File: src/rtl/execute_mul_wbqueue_if.sv
// Interface between the MUL return stage, the MUL issue stage and the ROB writeback port.
// The master modport is the writeback queue. The slave modport is the surrounding pipeline.
interface execute_mul_wbqueue_if;
  logic        i_issue_fire;
  logic        o_issue_ready;
  logic        i_valid;
  logic [63:0] i_product;
  logic [3:0]  i_dst_rob;
  logic [7:0]  i_fid;
  logic        i_mul_cmd;
  logic        i_flush;
  logic        o_wb_valid;
  logic        i_wb_ready;
  logic [31:0] o_wb_value;
  logic [3:0]  o_wb_rob;
  logic [7:0]  o_wb_fid;

  modport master (
    input  i_issue_fire, i_valid, i_product, i_dst_rob, i_fid, i_mul_cmd, i_flush, i_wb_ready,
    output o_issue_ready, o_wb_valid, o_wb_value, o_wb_rob, o_wb_fid
  );

  modport slave (
    output i_issue_fire, i_valid, i_product, i_dst_rob, i_fid, i_mul_cmd, i_flush, i_wb_ready,
    input  o_issue_ready, o_wb_valid, o_wb_value, o_wb_rob, o_wb_fid
  );
endinterface

File: src/rtl/execute_mul_wbqueue.sv
// Return end of the MUL pipe: selects a product word, queues the results and drives ROB writeback.
// Issue credit covers both queued and in-flight results, so the queue can never overflow.
module execute_mul_wbqueue #(
  parameter int DEPTH = 4,
  parameter int CNT_W = $clog2(DEPTH) + 1
) (
  input  logic                  clk,
  input  logic                  reset,
  execute_mul_wbqueue_if.master bus
);
  localparam int PTR_W = $clog2(DEPTH);

  typedef struct packed {
    logic [31:0] value;
    logic [3:0]  rob;
    logic [7:0]  fid;
  } entry_t;

  entry_t           mem_q [DEPTH];
  entry_t           wr_entry;
  entry_t           head;
  logic [PTR_W-1:0] wr_ptr_q, wr_ptr_d;
  logic [PTR_W-1:0] rd_ptr_q, rd_ptr_d;
  logic [CNT_W-1:0] count_q, count_d;
  logic [CNT_W-1:0] inflight_q, inflight_d;
  logic [CNT_W-1:0] drop_cnt_q, drop_cnt_d;
  logic [CNT_W:0]   credit_used;
  logic             wb_valid;
  logic             push;
  logic             drop;
  logic             pop;

  assign wb_valid = (count_q != '0);
  assign push     = bus.i_valid & ~bus.i_flush & (drop_cnt_q == '0);
  assign drop     = bus.i_valid & ~bus.i_flush & (drop_cnt_q != '0);
  assign pop      = wb_valid & bus.i_wb_ready & ~bus.i_flush;

  always_comb begin
    wr_entry.value = bus.i_mul_cmd ? bus.i_product[63:32] : bus.i_product[31:0];
    wr_entry.rob   = bus.i_dst_rob;
    wr_entry.fid   = bus.i_fid;
  end

  // NOTE: every always_comb output gets a default first, so no path can infer a latch.
  always_comb begin
    wr_ptr_d   = wr_ptr_q;
    rd_ptr_d   = rd_ptr_q;
    count_d    = count_q;
    drop_cnt_d = drop_cnt_q;
    // Every issued op returns exactly once, dropped or not, so inflight ignores flush.
    inflight_d = inflight_q + CNT_W'(bus.i_issue_fire) - CNT_W'(bus.i_valid);

    if (bus.i_flush) begin
      wr_ptr_d   = '0;
      rd_ptr_d   = '0;
      count_d    = '0;
      drop_cnt_d = inflight_d;
    end else begin
      if (push) wr_ptr_d = wr_ptr_q + PTR_W'(1);
      if (pop)  rd_ptr_d = rd_ptr_q + PTR_W'(1);
      count_d    = count_q + CNT_W'(push) - CNT_W'(pop);
      drop_cnt_d = drop_cnt_q - CNT_W'(drop);
    end
  end

  // NOTE: sequential state uses non-blocking assignments only, so every flop sees pre-edge values.
  always_ff @(posedge clk) begin
    if (reset) begin
      wr_ptr_q   <= '0;
      rd_ptr_q   <= '0;
      count_q    <= '0;
      inflight_q <= '0;
      drop_cnt_q <= '0;
    end else begin
      wr_ptr_q   <= wr_ptr_d;
      rd_ptr_q   <= rd_ptr_d;
      count_q    <= count_d;
      inflight_q <= inflight_d;
      drop_cnt_q <= drop_cnt_d;
    end
  end

  // NOTE: storage is deliberately not reset; count_q gates its visibility, so stale data is harmless.
  always_ff @(posedge clk) begin
    if (push) mem_q[wr_ptr_q] <= wr_entry;
  end

  assign head        = mem_q[rd_ptr_q];
  assign credit_used = {1'b0, count_q} + {1'b0, inflight_q};

  assign bus.o_issue_ready = (credit_used < (CNT_W+1)'(DEPTH));
  assign bus.o_wb_valid    = wb_valid;
  assign bus.o_wb_value    = head.value;
  assign bus.o_wb_rob      = head.rob;
  assign bus.o_wb_fid      = head.fid;
endmodule

File: src/flat_wrapper.sv
// flat-port wrapper written by rule: the top's interface ports become plain ports
module execute_mul_wbqueue_flat 
#(
  parameter int DEPTH = 4,
  parameter int CNT_W = $clog2(DEPTH) + 1
)
  (clk, reset, bus_i_issue_fire, bus_i_valid, bus_i_product, bus_i_dst_rob, bus_i_fid, bus_i_mul_cmd, bus_i_flush, bus_i_wb_ready, bus_o_issue_ready, bus_o_wb_valid, bus_o_wb_value, bus_o_wb_rob, bus_o_wb_fid);
  execute_mul_wbqueue_if bus_i ();
  input  logic clk;
  input  logic reset;
  input wire logic [$bits(bus_i.i_issue_fire)-1:0] bus_i_issue_fire;
  input wire logic [$bits(bus_i.i_valid)-1:0] bus_i_valid;
  input wire logic [$bits(bus_i.i_product)-1:0] bus_i_product;
  input wire logic [$bits(bus_i.i_dst_rob)-1:0] bus_i_dst_rob;
  input wire logic [$bits(bus_i.i_fid)-1:0] bus_i_fid;
  input wire logic [$bits(bus_i.i_mul_cmd)-1:0] bus_i_mul_cmd;
  input wire logic [$bits(bus_i.i_flush)-1:0] bus_i_flush;
  input wire logic [$bits(bus_i.i_wb_ready)-1:0] bus_i_wb_ready;
  output wire logic [$bits(bus_i.o_issue_ready)-1:0] bus_o_issue_ready;
  output wire logic [$bits(bus_i.o_wb_valid)-1:0] bus_o_wb_valid;
  output wire logic [$bits(bus_i.o_wb_value)-1:0] bus_o_wb_value;
  output wire logic [$bits(bus_i.o_wb_rob)-1:0] bus_o_wb_rob;
  output wire logic [$bits(bus_i.o_wb_fid)-1:0] bus_o_wb_fid;
  assign bus_i.i_issue_fire = bus_i_issue_fire;
  assign bus_i.i_valid = bus_i_valid;
  assign bus_i.i_product = bus_i_product;
  assign bus_i.i_dst_rob = bus_i_dst_rob;
  assign bus_i.i_fid = bus_i_fid;
  assign bus_i.i_mul_cmd = bus_i_mul_cmd;
  assign bus_i.i_flush = bus_i_flush;
  assign bus_i.i_wb_ready = bus_i_wb_ready;
  assign bus_o_issue_ready = bus_i.o_issue_ready;
  assign bus_o_wb_valid = bus_i.o_wb_valid;
  assign bus_o_wb_value = bus_i.o_wb_value;
  assign bus_o_wb_rob = bus_i.o_wb_rob;
  assign bus_o_wb_fid = bus_i.o_wb_fid;
  execute_mul_wbqueue #(.DEPTH(DEPTH), .CNT_W(CNT_W)) u_core (.clk(clk), .reset(reset), .bus(bus_i));
endmodule
File: config.mk
export PLATFORM = sky130hd
export DESIGN_NAME = execute_mul_wbqueue_flat
export DESIGN_NICKNAME = d
export VERILOG_FILES = /design/src/rtl/execute_mul_wbqueue_if.sv /design/src/rtl/execute_mul_wbqueue.sv /design/src/flat_wrapper.sv
export SDC_FILE = /design/constraint.sdc
export NUM_CORES = 1
export LEC_CHECK = 0
export BUFFER_PORTS_ARGS = -buffer_cell sky130_fd_sc_hd__buf_2
export CAP_MARGIN = 20
export CORE_ASPECT_RATIO = 1.5
export CORE_MARGIN = 5
export CORE_UTILIZATION = 43
export DETAILED_ROUTE_END_ITERATION = 8
export PLACE_DENSITY = 0.72
export SYNTH_ARGS = -nofsm -noshare
export SYNTH_HDL_FRONTEND = slang
export SYNTH_SLANG_ARGS = --single-unit
File: constraint.sdc
create_clock -name clk -period 2.1 [get_ports clk]
set_input_delay 0.105 -clock clk [delete_from_list [all_inputs] [get_ports clk]]
set_output_delay 0.105 -clock clk [all_outputs]
set_load 0.01 [all_outputs]
==> results of run 1 <==
==> per-layer routing <==
metal / GRT usage / up-vias
met1: 0.162 / 1996
met2: 0.267 / 85
met4: 0.0704 / 0
met3: 0.0431 / 26
li1: - / 1766
met5: 0 / -
==> logic make-up after synthesis <==
| logic type | Yosys count | share of synthesized area |
|---|---|---|
| fa+ha+maj | 14 | 0.0250 |
| flops | 191 | 0.735 |
| buf+inv | 28 | 0.0247 |
| simple gates | 31 | 0.0221 |
| xor+xnor | 7 | 0.00806 |
| mux | 76 | 0.180 |
| compound gates | 7 | 0.00576 |
==> area by class of cell <==
| type | instances | area (sq um) |
|---|---|---|
| timing repair buffer | 159 | 972 |
| clock buffer | 22 | 464 |
| inverter | 12 | 45.0 |
| tap | 213 | 267 |
| clock inverter | 10 | 88.8 |
| multi-input combinational | 135 | 1890 |
| sequential | 191 | 5600 |
| fill | 1353 | 8030 |
| antenna | 1 | 2.50 |
==> timing repair <==
| item | in CTS | in global routing |
|---|---|---|
| gates cloned | 0 | 0 |
| endpoints found under the hold margin | 54 | 0 |
| gates resized for setup | 9 | 4 |
| hold buffers | 13 | 0 |
| setup buffers | 1 | 1 |
| setup endpoints to repair | 1 | 3 |
| pin swaps | 6 | 4 |
==> flip-flops by register name, indices dropped and copies added, names as in the netlist, named ones only <==
| signal | flops |
|---|---|
| u_core.rd_ptr_q | 2 |
| u_core.inflight_q | 3 |
| u_core.wr_ptr_q | 2 |
| u_core.mem_q | 176 |
| u_core.count_q | 3 |
| u_core.drop_cnt_q | 3 |
==> critical path, cell delays in order (launching register included) <==
cell and delay, ns:
sky130_fd_sc_hd__dfxtp_4 0.37, sky130_fd_sc_hd__o31ai_4 0.26, sky130_fd_sc_hd__nor2_2 0.08, sky130_fd_sc_hd__ha_4 0.28
sky130_fd_sc_hd__inv_2 0.04, sky130_fd_sc_hd__ha_4 0.15, sky130_fd_sc_hd__fa_2 0.36, sky130_fd_sc_hd__xnor2_2 0.15
sky130_fd_sc_hd__xnor2_1 0.12, sky130_fd_sc_hd__nor3_1 0.13
==> worst paths after layout <==
| path | startpoint | end | slack (ns) | cells past startpoint |
|---|---|---|---|---|
| worst max-delay path | u_core.count_q[0]$_SDFF_PP0_ | u_core.count_q[2]$_SDFF_PP0_ | 0.08 | 9 |
| worst min-delay path | bus_i_product[0] | u_core.mem_q[0][12]$_DFFE_PP_ | 0.04 | 2 |
| worst max register to register | u_core.count_q[0]$_SDFF_PP0_ | u_core.count_q[2]$_SDFF_PP0_ | 0.08 | 9 |
| worst min register to register | u_core.wr_ptr_q[1]$_SDFFE_PP0N_ | u_core.wr_ptr_q[1]$_SDFFE_PP0N_ | 0.49 | 2 |
==> per-stage QoR <==
step | cells | TNS, ns | instance area (sq um) | power, mW
5_1_grt | 743 | 0 | 9320 | 8.40
3_3_place_gp | 695 | 0 | 8560 | 5.10
2_1_floorplan | 354 | 0 | 7610 | 4.84
6_report | 743 | 0 | 9320 | 8.07
3_5_place_dp | 695 | -0.111 | 8560 | 5.15
4_1_cts | 741 | 0 | 9290 | 8.16
==> placed cells by master, fill, tap and decap left out, drive strengths merged, types with 4 or more instances in the layout <==
cell type,netlist,layout
nor2b,4,4
inv,12,13
and3,5,5
nor3,5,5
edfxtp,176,176
dfxtp,15,15
nor2,8,8
mux2,32,32
xnor2,4,4
clkinv,0,5
buf,13,146
ha,12,12
mux4,44,44
clkbuf,3,22
dlygate4sd3,0,13
==> Yosys cell counts, types with 2 or more instances <==
master	number
sky130_fd_sc_hd__ha_1	12
sky130_fd_sc_hd__dfxtp_1	15
sky130_fd_sc_hd__xnor2_1	4
sky130_fd_sc_hd__clkbuf_1	2
sky130_fd_sc_hd__nor2_1	8
sky130_fd_sc_hd__mux2_2	30
sky130_fd_sc_hd__o21ai_1	2
sky130_fd_sc_hd__edfxtp_1	176
sky130_fd_sc_hd__buf_2	7
sky130_fd_sc_hd__nor3_1	4
sky130_fd_sc_hd__and2_1	3
sky130_fd_sc_hd__nand4_1	2
sky130_fd_sc_hd__mux4_1	4
sky130_fd_sc_hd__a21oi_1	2
sky130_fd_sc_hd__mux4_2	40
sky130_fd_sc_hd__nor2b_1	4
sky130_fd_sc_hd__xor2_1	3
sky130_fd_sc_hd__inv_1	12
sky130_fd_sc_hd__mux2_1	2
sky130_fd_sc_hd__and3_1	5
sky130_fd_sc_hd__fa_1	2
sky130_fd_sc_hd__buf_12	4
sky130_fd_sc_hd__nand2_1	2
==> where the power goes <==
group	leakage (nW)	switching [mW]	internal [mW]
combinational	1.28	0.385	0.356
sequential	1.72	0.0461	4.30
clock	0.264	1.29	1.69
==> summary by stage, run 1 <==
Status
The run finished with clean final reports.

Synth
Of all flip-flops after synthesis, the portion carrying an async set or reset was 0. Synthesis inferred 191 register bits. The library cell occupying the most area in the post-synthesis netlist is sky130_fd_sc_hd__edfxtp_1. The share of synthesized area in the top cell type comes to 0.695. Ranked by total cell area, the synthesized netlist is headed by sky130_fd_sc_hd__edfxtp_1 70%, sky130_fd_sc_hd__mux4_2 12%, sky130_fd_sc_hd__mux2_2 4.4%. The share of the yosys chip area belonging to registers is 0.735.

During synthesis, Yosys emitted a total of 0 warnings. In the synthesized netlist the dominant register cell turns out to be sky130_fd_sc_hd__edfxtp_1. The synthesized instance count is 354. The cell area that synthesis handed to floorplanning was 7600 sq um. The count of distinct cell types in the synthesized netlist is 32. A synthesized cell averages 21.5 sq um. The synthesized net count is 451. The number of enable flip-flop cells after synthesis is 176.

Critical path
The critical path in this run is classified as reg2reg. The kind of start point of the critical path is a flip-flop. The arrival time at the worst endpoint is 2.37 ns. Of all nets on the critical path, the largest fanout is 5. Data on the critical path is required at its endpoint by 2.44 ns.

The critical path capture point type is a flip-flop.

STA
Across the routed clock network, the largest skew measured is 0.00854 ns. Setup repair after global routing left no endpoint under its margin. The total of endpoints with negative setup slack in the final report is 0. The clock period minus final worst setup slack is 2.02 ns. Once routing completed, OpenROAD measured the worst setup slack at 0.0758 ns. The worst hold slack is 0.0367 ns.

The part of the cycle the worst path needs is 0.964. The max-slew violation count is 0. The actual slew at the worst max-slew pin is 0.469 ns.

In this run the tightest slew margin relative to its limit is 0.684. Derived from the worst setup path, the maximum achievable clock frequency is 494 MHz. The hold violation total from the final report came to 0.

CTS
The number of buffers on the longest clock path is 2. The clock root buffer is sky130_fd_sc_hd__clkbuf_16. The CTS tree is done. The H-tree depth is 4. Clock-pin slew was measured on the worst setup and hold paths at 0.07 ns. For this design, the sink count on the clock tree is 191. The number of buffers created by CTS is 17. The later pin in the worst-skew pair is clocked with a latency of 0.43 ns.

Cells and area
The core utilization of the finished layout is 0.537. The area added between synthesis and finish is 22.6%. The final-stage net count is 613. The fraction of layout cells with a size suffix above 1 is 0.491.

Global routing
The total congestion overflow after global routing is 0. The initial antenna violation count was 1. Entering global routing, the biggest net connects 33 pins. The number of global-route vias before repair was 4438. For this run, the total global-route usage over all layers was measured as 0.150. The global-route wire length before repair is 23500 um.

Worst hold path
The worst hold path belongs to the class in2reg.

Job
The number of maximum-capacitance constraint violations is 0.

Pwr
IR analysis of the VDD net gives a maximum drop of 590 uV. The standby leakage power is 3.26 nW. For this design the ratio of total power to cell area is 866 nW/um^2.

Place
The setup slack after placement is -0.111 ns. The final weighted congestion in routability-driven placement is 0.755. Input and output buffers added on the ports amount to 128. Once detailed placement completed, the half-perimeter wirelength came to 9670 um.

Drt
The number of violations reported at the end of detailed-routing iteration 0 is 184. The post-route antenna net violation count is 0. The top layer reached by signal wires is met4. The post-route met1 wirelength is 5330 um. The first detailed-routing pass took 4 iterations. The wire length on met2 is 8260 um. The number of remaining DRC errors is 0. The total met3 wirelength after detailed routing is 698 um. The routed wirelength normalized by instance count is 19.8 um. In the routed layout, each cell is associated on average with a via count of 5.21. The total detailed-routing wirelength is 14700 um. Detailed routing inserted a total of 3873 vias.

Floorplanning
The number of top-level design ports is 129. The die is 173 um tall. In this run the standard cell core region covers 17300 sq um. The floorplan has 59 rows. The initial utilization of the core area, before any placement, comes to 0.438. The floorplan step defined a die boundary enclosing 20500 sq um. Measured along the x axis, the die boundary spans 119 um.
No activity file was read; power rests on OpenSTA's default activity.
==> run 2: changes to the inputs <==
--- a/config.mk
+++ b/config.mk
@@ -10,8 +10,10 @@
 export CORE_ASPECT_RATIO = 1.5
 export CORE_MARGIN = 5
 export CORE_UTILIZATION = 43
+export CTS_CLUSTER_DIAMETER = 80
 export DETAILED_ROUTE_END_ITERATION = 8
 export PLACE_DENSITY = 0.72
+export REMOVE_ABC_BUFFERS = 1
 export SYNTH_ARGS = -nofsm -noshare
 export SYNTH_HDL_FRONTEND = slang
 export SYNTH_SLANG_ARGS = --single-unit
==> summary by stage, run 2 (synthesis results as in run 1) <==
Status
The flow ran to the end, and the final reports show no timing, DRC or antenna violations.

STA
The part of the cycle the worst path needs was 0.977 (+0.0134). The worst hold slack was 0.0340 ns (-0.00268 ns). The actual slew at the worst max-slew pin is 0.521 ns (+0.0524 ns).

The max-slew headroom at the worst pin was 0.653 (-0.0309). The hold violation total from the final report is 0 (unchanged). The total of endpoints with negative setup slack in the final report is 0 (unchanged). The max-slew violation count is 0 (unchanged).

The clock skew after layout is 0.0137 ns (+0.00521 ns). The clock period minus final worst setup slack is 2.05 ns (+0.0281 ns). Setup repair after global routing could not meet its margin everywhere.

The top achievable clock speed is 487 MHz (-1.4%).

Worst hold path
The type of the tightest min-delay check is in2reg. The source of the worst hold timing path is bus_i_product[24].

Critical path
The critical path data required time is 2.40 ns (-0.04 ns). The launching point of the worst reg2reg path is u_core.count_q[1]$_SDFF_PP0_. The worst setup path is captured at a flip-flop.

The kind of start point of the critical path is a flip-flop. The highest fanout seen on the critical path is 2 (-3). The arrival time at the worst endpoint is 2.36 ns (about the same).

The setup slack of the most critical reg-to-reg path is 0.05 ns (-0.03 ns). Tracing the worst setup path back leads to its startpoint at u_core.count_q[1]$_SDFF_PP0_. The start-to-end type of the worst setup path is reg2reg.

Cells and area
The fraction of layout cells with a size suffix above 1 was 0.499 (+0.00758). The core utilization of the finished layout is 0.543 (+0.00591). The fill cell total of the finished layout was 1353 (unchanged).

The final-stage net count came to 621 (+1.3%). The number of diodes was 0 (-1). The flip-flop count of the largest register after layout came to 176 (unchanged). The register with the most flip-flops in the final layout is u_core.mem_q. The finished layout cell area was 9420 sq um (+1.1%). Leaving out fill and tap cells, the most frequent cell in the layout is sky130_fd_sc_hd__edfxtp_1.

The area added between synthesis and finish is 23.9%. The top cell types in the final layout, fill and taps aside, are 176 x sky130_fd_sc_hd__edfxtp_1, 128 x sky130_fd_sc_hd__buf_2, 40 x sky130_fd_sc_hd__mux4_2, 30 x sky130_fd_sc_hd__mux2_2.

Place
The number of port buffers is 128 (unchanged). The final weighted congestion in routability-driven placement is 0.731 (-3.1%). The final HPWL from detailed placement is 9560 um (-1.2%). The total placed instance area came to 8630 sq um (+0.85%).

Drt
The number of remaining DRC errors is 0 (unchanged). The post-route antenna net violation count is 0 (unchanged). The iteration count of the initial detailed-routing pass is 6 (+2). The routed via count divided by cell count came to 5.11 (-1.9%). The detailed-route via count was 3836 (-0.96%).

The routed wirelength normalized by instance count is 19.5 um (-1.3%). The total detailed-routing wirelength came to 14700 um (-0.40%). The number of violations reported at the end of detailed-routing iteration 0 was 165 (-10%).

Pwr
The overall power is 8.16 mW (+1.2%). The standby leakage power is 3.33 nW (+2.0%). The power density over the cells is 866 nW/um^2 (about the same). The maximum ir drop on the vdd rail came to 457 uV (-23%).

CTS
TritonCTS built the clock tree. The clock-pin transition on the worst setup and hold timing paths is 0.07 ns (about the same). The number of buffers created by CTS is 17 (unchanged). The number of buffers on the longest clock path came to 2 (unchanged). The H-tree depth is 4 (unchanged). The CTS sink count was 191 (unchanged). The clock root buffer is sky130_fd_sc_hd__clkbuf_16.

The clock insertion delay at the later pin of the skew report is 0.42 ns (about the same).

Global routing
The initial antenna violation count is 0 (-1). The total routing usage reported by global routing was 0.145 (-0.00492). The total congestion overflow after global routing came to 0 (unchanged).

The number of global-route vias before repair is 4304 (-3.0%). The pin count of the biggest net entering global routing was 35 (+6.1%). The global-route wire length before repair is 22900 um (-2.6%).

Floorplanning
The initial cell density of the core came to 0.438 (unchanged). The number of top-level design ports is 129 (unchanged). The height of the die came to 173 um (unchanged).

The area of the core region came to 17300 sq um (unchanged). The count of standard-cell rows is 59 (unchanged). The chip width came to 119 um (unchanged). The full die area came to 20500 sq um (unchanged).

Job
The number of maximum-capacitance constraint violations is 0 (unchanged).
==> run 2: changes by cell type in the layout (fill, tap and decap cells not counted), sizes merged <==
cell,previous run,this run
inv,13,22
buf,146,154
clkbuf,22,18
clkinv,5,3
clkinvlp,3,1
bufinv,1,0
diode,1,0
==> run 2: worst paths after layout <==
path              cells past startpoint                              end
setup / recovery                      9     u_core.count_q[2]$_SDFF_PP0_
hold reg to reg                       2  u_core.wr_ptr_q[0]$_SDFFE_PP0N_
hold / removal                        2    u_core.mem_q[0][36]$_DFFE_PP_
setup reg to reg                      9     u_core.count_q[2]$_SDFF_PP0_
==> run 2: power breakdown <==
| group | switching [mW] | internal [mW] | leakage, nW |
|---|---|---|---|
| clock | 1.46 | 1.59 | 0.279 |
| combinational | 0.383 | 0.377 | 1.33 |
| sequential | 0.0488 | 4.30 | 1.71 |
==> run 2: what timing repair did <==
| action | in CTS | in global routing |
|---|---|---|
| hold buffers | 13 | 0 |
| endpoints found under the setup margin | 1 | 3 |
| resized for setup | 3 | 5 |
| pin swaps | 2 | 7 |
| endpoints found under the hold margin | 57 | 0 |
| buffers inserted | 1 | 6 |
==> run 2: critical path, cell delays in order (launching register included) <==
cell,delay [ns]
sky130_fd_sc_hd__dfxtp_2,0.34
sky130_fd_sc_hd__o31ai_4,0.25
sky130_fd_sc_hd__nor2_1,0.08
sky130_fd_sc_hd__ha_1,0.29
sky130_fd_sc_hd__inv_2,0.05
sky130_fd_sc_hd__ha_4,0.16
sky130_fd_sc_hd__fa_2,0.37
sky130_fd_sc_hd__xnor2_2,0.19
sky130_fd_sc_hd__xnor2_1,0.15
sky130_fd_sc_hd__nor3_1,0.06
==> run 2: area by class of cell <==
cell class	instances	area (sq um)	share of cell area
repair buffers	167	1080	0.114
inverters	12	45.0	0.00478
multi-input cells	135	1870	0.199
well taps	213	267	0.0283
flip-flops and latches	191	5590	0.593
clock buffers	18	429	0.0455
clock inverters	14	141	0.0150
==> run 2: per-stage QoR <==
| step | worst slack, ns | setup TNS [ns] | cells |
|---|---|---|---|
| CTS | 0.0301 | 0 | 744 |
| detailed placement | -0.0597 | -0.0597 | 698 |
| global route | -0.0334 | -0.0334 | 750 |
| finish | 0.0478 | 0 | 750 |
| floorplan | -0.639 | -38.35 | 338 |
| global placement | 0.0725 | 0 | 698 |
==> run 2: layer usage <==
layer	GRT usage	part of all wire	vias up
li1	-	-	1780
met1	0.161	0.38	1974
met2	0.269	0.58	68
met3	0.0337	0.032	14
met4	0.0468	0.015	0
met5	0	0	-
